[config.mk]
export PLATFORM = sky130hd
export DESIGN_NAME = hm_step_tracker
export DESIGN_NICKNAME = d
export VERILOG_FILES = /design/src/rtl/hm_step_tracker.sv
export SDC_FILE = /design/constraint.sdc
export NUM_CORES = 1
export LEC_CHECK = 0
export CAP_MARGIN = 0
export CORE_MARGIN = 2
export CORE_UTILIZATION = 30
export CTS_BUF_LIST = sky130_fd_sc_hd__clkbuf_2 sky130_fd_sc_hd__clkbuf_4 sky130_fd_sc_hd__clkbuf_8
export DETAILED_ROUTE_END_ITERATION = 10
export SLEW_MARGIN = 40
export SYNTH_ARGS = -nofsm -noshare
export SYNTH_HDL_FRONTEND = slang
export SYNTH_SLANG_ARGS = --single-unit
[constraint.sdc]
create_clock -name clk -period 7 [get_ports clk]
set_input_delay 0.7 -clock clk [delete_from_list [all_inputs] [get_ports clk]]
set_output_delay 0.7 -clock clk [all_outputs]
set_load 0.02 [all_outputs]
[src/rtl/hm_step_tracker.sv]
// Step counter with a one-second activity tracker. Raw sensor pulses are synchronised and
// edge-detected; total steps and active seconds are kept as saturating 4-digit BCD counts.
module hm_step_tracker #(
    parameter int CLK_HZ     = 100000000,
    parameter int ACT_THRESH = 2
) (
    input  logic       clk,
    input  logic       rst,
    input  logic       pulse,
    input  logic       clr,
    output logic [3:0] d0,
    output logic [3:0] d1,
    output logic [3:0] d2,
    output logic [3:0] d3,
    output logic [3:0] d4,
    output logic [3:0] d5,
    output logic [3:0] d6,
    output logic [3:0] d7,
    output logic       step_sat,
    output logic       sec_tick
);

    localparam int              TB_W    = (CLK_HZ > 1) ? $clog2(CLK_HZ) : 1;
    localparam logic [TB_W-1:0] TB_LAST = TB_W'(CLK_HZ - 1);
    localparam logic [TB_W-1:0] TB_ONE  = TB_W'(1);
    localparam logic [8:0]      THRESH  = 9'(ACT_THRESH);
    localparam logic [15:0]     BCD_MAX = 16'h9999;

    logic            sync1, sync2, sync3;
    logic            fill1, fill2;
    logic            armed;
    logic            step_evt;

    logic [15:0]     steps_q, steps_nxt;
    logic [15:0]     act_q, act_nxt;
    logic [7:0]      win_cnt, win_nxt;
    logic [8:0]      win_tot;
    logic [TB_W-1:0] tb_cnt, tb_nxt;

    // Saturating 4-digit BCD increment; 9999 is held rather than wrapped.
    function automatic logic [15:0] bcd_inc(input logic [15:0] v);
        logic [15:0] r;
        logic        carry;
        r     = v;
        carry = 1'b1;
        if (v != BCD_MAX) begin
            for (int i = 0; i < 4; i++) begin
                if (carry) begin
                    if (r[i*4 +: 4] == 4'd9) begin
                        r[i*4 +: 4] = 4'd0;
                    end else begin
                        r[i*4 +: 4] = r[i*4 +: 4] + 4'd1;
                        carry       = 1'b0;
                    end
                end
            end
        end
        return r;
    endfunction

    // fill2 marks sync2 as holding a real sample; armed needs a genuine low before any rise
    // counts, so a pulse already high when reset releases is not taken as a step.
    always_ff @(posedge clk or negedge rst) begin
        if (!rst) begin
            sync1 <= 1'b0;
            sync2 <= 1'b0;
            sync3 <= 1'b0;
            fill1 <= 1'b0;
            fill2 <= 1'b0;
            armed <= 1'b0;
        end else begin
            sync1 <= pulse;
            sync2 <= sync1;
            sync3 <= sync2;
            fill1 <= 1'b1;
            fill2 <= fill1;
            armed <= armed | (fill2 & ~sync2);
        end
    end

    assign step_evt = sync2 & ~sync3 & armed;

    always_comb begin
        tb_nxt    = (tb_cnt == TB_LAST) ? '0 : tb_cnt + TB_ONE;
        win_tot   = {1'b0, win_cnt} + {8'd0, step_evt};
        steps_nxt = step_evt ? bcd_inc(steps_q) : steps_q;
        act_nxt   = act_q;
        win_nxt   = win_cnt;
        // A step landing in the tick cycle is credited to the window that is closing.
        if (sec_tick) begin
            win_nxt = '0;
            if (win_tot >= THRESH) begin
                act_nxt = bcd_inc(act_q);
            end
        end else if (step_evt && (win_cnt != 8'hFF)) begin
            win_nxt = win_cnt + 8'd1;
        end
    end

    // sec_tick is registered from the next timebase value so it is high while tb_cnt == CLK_HZ-1.
    always_ff @(posedge clk or negedge rst) begin
        if (!rst) begin
            steps_q  <= '0;
            act_q    <= '0;
            win_cnt  <= '0;
            tb_cnt   <= '0;
            step_sat <= 1'b0;
            sec_tick <= 1'b0;
        end else if (clr) begin
            steps_q  <= '0;
            act_q    <= '0;
            win_cnt  <= '0;
            tb_cnt   <= '0;
            step_sat <= 1'b0;
            sec_tick <= 1'b0;
        end else begin
            steps_q  <= steps_nxt;
            act_q    <= act_nxt;
            win_cnt  <= win_nxt;
            tb_cnt   <= tb_nxt;
            step_sat <= step_sat | (steps_nxt == BCD_MAX);
            sec_tick <= (tb_nxt == TB_LAST);
        end
    end

    assign {d3, d2, d1, d0} = steps_q;
    assign {d7, d6, d5, d4} = act_q;

endmodule

# ---- After elaboration in Yosys (flattened, before gate mapping)
# Index checks and enable logic that the tools add are counted.
dict set report totals {
  ram_bits 0
  register_bits 75
  word_cells 110
  inputBits 4
  output_inout_bits 34
  mem_count 0
  mem_bits_ro 0
  latchBits 0
}
dict set report op_classes {
  n_mul 0
  n_eq_ne 14
  reduce_logical 12
  mux 50
  n_div 0
  n_bitwise 7
  n_shift 0
  n_lt_le_gt_ge 1
  n_addsub 11
}
# op n
set op_table {}
lappend op_table {{16-bit two-way mux} 7}
lappend op_table {{4-bit two-way mux} 14}
lappend op_table {{27-bit equality test (second input constant)} 2}
lappend op_table {{27-bit two-way mux} 2}
lappend op_table {{4-bit by 1-bit adder with 4-bit output (second input constant)} 8}
lappend op_table {{4-bit equality test (second input constant)} 8}
lappend op_table {{16-bit != test (second input constant)} 2}
lappend op_table {{27-bit by 1-bit adder with 27-bit output (second input constant)} 1}
lappend op_table {{1-bit two-way mux} 24}
lappend op_table {{8-bit two-way mux} 3}
lappend op_table {{16-bit equality test (second input constant)} 1}
lappend op_table {{4-bit AND reduction} 3}
lappend op_table {{2-bit nonzero test} 6}
lappend op_table {{8-bit by 1-bit adder with 9-bit output} 1}
lappend op_table {{9-bit by 2-bit greater-or-equal comparator with 1-bit output (second input constant)} 1}
lappend op_table {{8-bit by 1-bit adder with 8-bit output (second input constant)} 1}
lappend op_table {{8-bit != test (second input constant)} 1}
lappend op_table {{1-bit bitwise AND} 3}
lappend op_table {{3-bit AND reduction} 1}
lappend op_table {{3-bit nonzero test} 1}
lappend op_table {{1-bit NOT} 2}
lappend op_table {{1-bit OR} 2}
lappend op_table {{1-bit logical AND} 1}

# ---- Longest topological paths before layout
dict set report depth {
  ltp_word 20
  ltp_mapped 10
  depth_no_buf 10
}

# ---- Worst setup path after synthesis
# Ideal clock, no wire load.
dict set report synth_path {
  kind {reg-to-reg}
  startpoint {reg sync3}
  endpoint {reg act_q[7]}
  n_path_buf 0
  stages_incl_launch_ff 11
  period_less_slack_ps 2405
  required_time_ps 6916
  setup_time_ps 84
  setup_slack_ps 4595
  t_arrival_ps 2321
  cell_sequence {dfrtp_1 > nand3b_2 > inv_1 > ha_1 > ha_1 > or2_2 > o21ai_0 > a31oi_2 > a21oi_1 > or3_1 > a21boi_0}
}
dict set report synth_via {
  elab_chain_cells 7
}
# item line
set synth_lines {}
lappend synth_lines {{from (decl)} 29} ;# logic sync1, sync2, sync3;
lappend synth_lines {{from (signal assigned)} 74} ;# sync3 <= sync2;
lappend synth_lines {{1-bit NOT} 81} ;# assign step_evt = sync2 & ~sync3 & armed;
lappend synth_lines {{1-bit bitwise AND (2 in series)} 81}
lappend synth_lines {{8-bit by 1-bit adder with 9-bit output} 85} ;# win_tot = {1'b0, win_cnt} + {8'd0, step_evt};
lappend synth_lines {{9-bit by 2-bit greater-or-equal comparator with 1-bit output} 92} ;# if (win_tot >= THRESH) begin
lappend synth_lines {{2-bit nonzero test (no line)} --}
lappend synth_lines {{4-bit AND reduction (no line)} --}
lappend synth_lines {{to (signal assigned)} 118} ;# act_q <= act_nxt;
lappend synth_lines {{to (decl)} 35} ;# logic [15:0] act_q, act_nxt;
# No other way between the ends.
# A chain may end at the register's enable or synchronous reset.

# ---- Final worst setup path
# Ends and elaborated chain as after synthesis.

==> results_dict.tcl <==
set metrics [dict create \
    grt_start_max_net_pins 76 \
    met2_usage 0.2117 \
    crit_type "flip-flop to flip-flop" \
    hpwl_um 6728 \
    vdd_drop_max_mv 0.07175 \
    status "completed" \
    slew_violations 0 \
    drt-initial-drc-count 245 \
    syn-num-nets 469 \
    route.detailed.drc 0 \
    ant_nets 0 \
    antenna_found_initial 0 \
    die_area_mm2 0.01506 \
    p_total_mw 0.8210 \
    power_density_mw_per_mm2 165.8 \
    drive_gt1_frac 0.07347 \
    mostFrequentLayoutCell "dfrtp_1" \
    ys_seq_elements 75 \
    dpl-instance-area_mm2 0.004766 \
    crit_arrival_ns 3.01 \
    htree_levels 3 \
    cts_buffers 9 \
    finalHoldViolCount 0 \
    fillers 1374 \
    synth_top_area_cell "dfrtp_1" \
    drtPass1Iterations 4 \
    cts_hold_buf 0 \
    fmax_mhz 365.3 \
    crit_top_cell "ha_1" \
    path_cells "nand3b_2 -> inv_1 -> ha_1 -> ha_1 -> or2_2 -> o21ai_0 -> a31oi_2 -> a21oi_1 -> or3_1 -> a21boi_0" \
    worstMarginPinSlew_ns 0.7155 \
    drt-vias-per-instance 5.163 \
    finish.utilization 0.3581 \
    die_y_um 122.7 \
    grt_setup_unrepaired "false" \
    gr-max-usage-layer "met2" \
    synth-edff-count 0 \
    io_pins 38 \
    clk_path_buf_depth 2 \
    avgSynthCellArea_um2 9.333 \
    cts_sinks 75 \
    async_flop_share 1.000 \
    grt_pass1_wl_um 16640 \
    required_ns 7.28 \
    synth.distinct_cells 64 \
    nets 503 \
    max-cap-violations 0 \
    layout_common_cells "dfrtp_1, nor2_1, nand2_1" \
    fin_crit_sh 0.3910 \
    use_met3 0.04507 \
    syn_to_final_growth_pct 17.11 \
    overflow 0 \
    setup_viol 0 \
    netlist_instances 453 \
    relSlewSlack 0.5193 \
    setup_slack_ns 4.263 \
    cts_tree "yes" \
    synthFlopType "dfrtp_1" \
    crit_fanout 10 \
    coreArea_mm2 0.01383 \
    wl_um 9603 \
    hp-class "primary input to asynchronous set/reset pin" \
    synth_top_area_share 0.4439 \
    finalInstanceArea_mm2 0.004951 \
    synth_area_mm2 0.004228 \
    cts_root_buffer "clkbuf_8" \
    p_leak_nw 2.037 \
    wl_per_cell_um 14.33 \
    cts_resized 0 \
    grtUsageMet1 0.1906 \
    cp-end-kind "flip-flop" \
    io_buffers 37 \
    cp_slowest_cell "a31oi_2" \
    num_vias 3459 \
    routabilityCongestion 0.8880 \
    grt_use_total 0.1403 \
    die_x_um 122.7 \
    fp-row-count 43 \
    synth-seq-area-share 0.4439 \
    finalCriticalPeriod_ns 2.737 \
    startpoint_type "flip-flop" \
    worst_path_largest_cell_delay_ns 0.46 \
    yosysWarnings 0 \
    worstSkewPairLatency_ns 0.37 \
    dp_worst_setup_slack_ns 4.249 \
    grt_pass1_vias 3346 \
    cp_num_buf_inv 1 \
    diodes 0 \
    skew_ns 0.008398 \
    clkSlewWorstSetupHoldPaths_ns 0.07 \
    tns_ns 0 \
    yosys-top-cells-area "dfrtp_1, nor2_1, xor2_1" \
    start_util 0.3058 \
    path_delay_family "compound AO/OA/AOI/OAI gates" \
    post-cts-setup-buffers 0 \
]
[synth_stat cells, drive strengths merged (13+ instances only)]
library cell / instances
xnor2: 17
nand4: 14
nand3: 20
o21ai: 15
xor2: 21
nor2: 66
nand2: 38
a21oi: 15
dfrtp: 75
inv: 13
[flip-flops by register name (all words and copies together) (netlist names)]
name and flops:
sync3 1, tb_cnt 27, act_q 16, win_cnt 8, step_sat 1, sync1 1, armed 1, fill1 1
steps_q 16, fill2 1, sync2 1, sec_tick 1
[logic make-up (layout without fill, tap and decap cells)]
group                      Yosys count  in the layout  synth area share
and+or+nand+nor                    231            231            0.2992
buffers and inverters               29             66           0.03019
xor gates and xnor gates            38             38           0.07872
muxes                                6              6           0.01421
AOI/OAI and AO/OA                   61             61           0.09736
adders and majority gates           12             12           0.03551
DFF                                 75             75            0.4439
other                                1              1         0.0008870
[power by group]
| part | switching (mW) | internal [mW] |
|---|---|---|
| registers | 0.00693 | 0.439 |
| clock network | 0.157 | 0.173 |
| logic | 0.0299 | 0.0146 |
| total | 0.194 | 0.627 |
[path summary, 6_finish.rpt]
check,to,depth (start not counted),start,slack [ns]
max in group asynchronous,act_q[9],1,rst,6.17
min in group clk,fill2,0,fill1,0.35
worst min register to register,fill2,0,fill1,0.35
worst max-delay path,act_q[7],10,sync3,4.26
worst max register to register,act_q[7],10,sync3,4.26
worst min-delay path,tb_cnt[5],1,rst,0.35
[final cells by class]
class / instances / area (um2) / area share
well taps: 180 / 225.2 / 0.04549
inverters: 13 / 48.80 / 0.009856
flip-flops and latches: 75 / 1877 / 0.3791
clock buffers: 11 / 145.1 / 0.02932
repair buffers: 39 / 386.6 / 0.07809
clock inverters: 3 / 40.04 / 0.008087
multi-input cells: 349 / 2228 / 0.4501
[per-stage QoR]
stage / instances / hold slack [ns]
after floorplan: 453 / 0.3312
after global placement: 656 / 0.3329
final: 670 / 0.3517
after global routing: 670 / 0.3585
after detailed placement: 656 / 0.3371
after CTS: 670 / 0.3538
[layer usage]
metal / wire length, um / part of all wire
met5: 0 / 0
met4: 157 / 0.016
met3: 471 / 0.049
met2: 4339 / 0.45
met1: 4635 / 0.48
(Power assumes the default switching activity.)
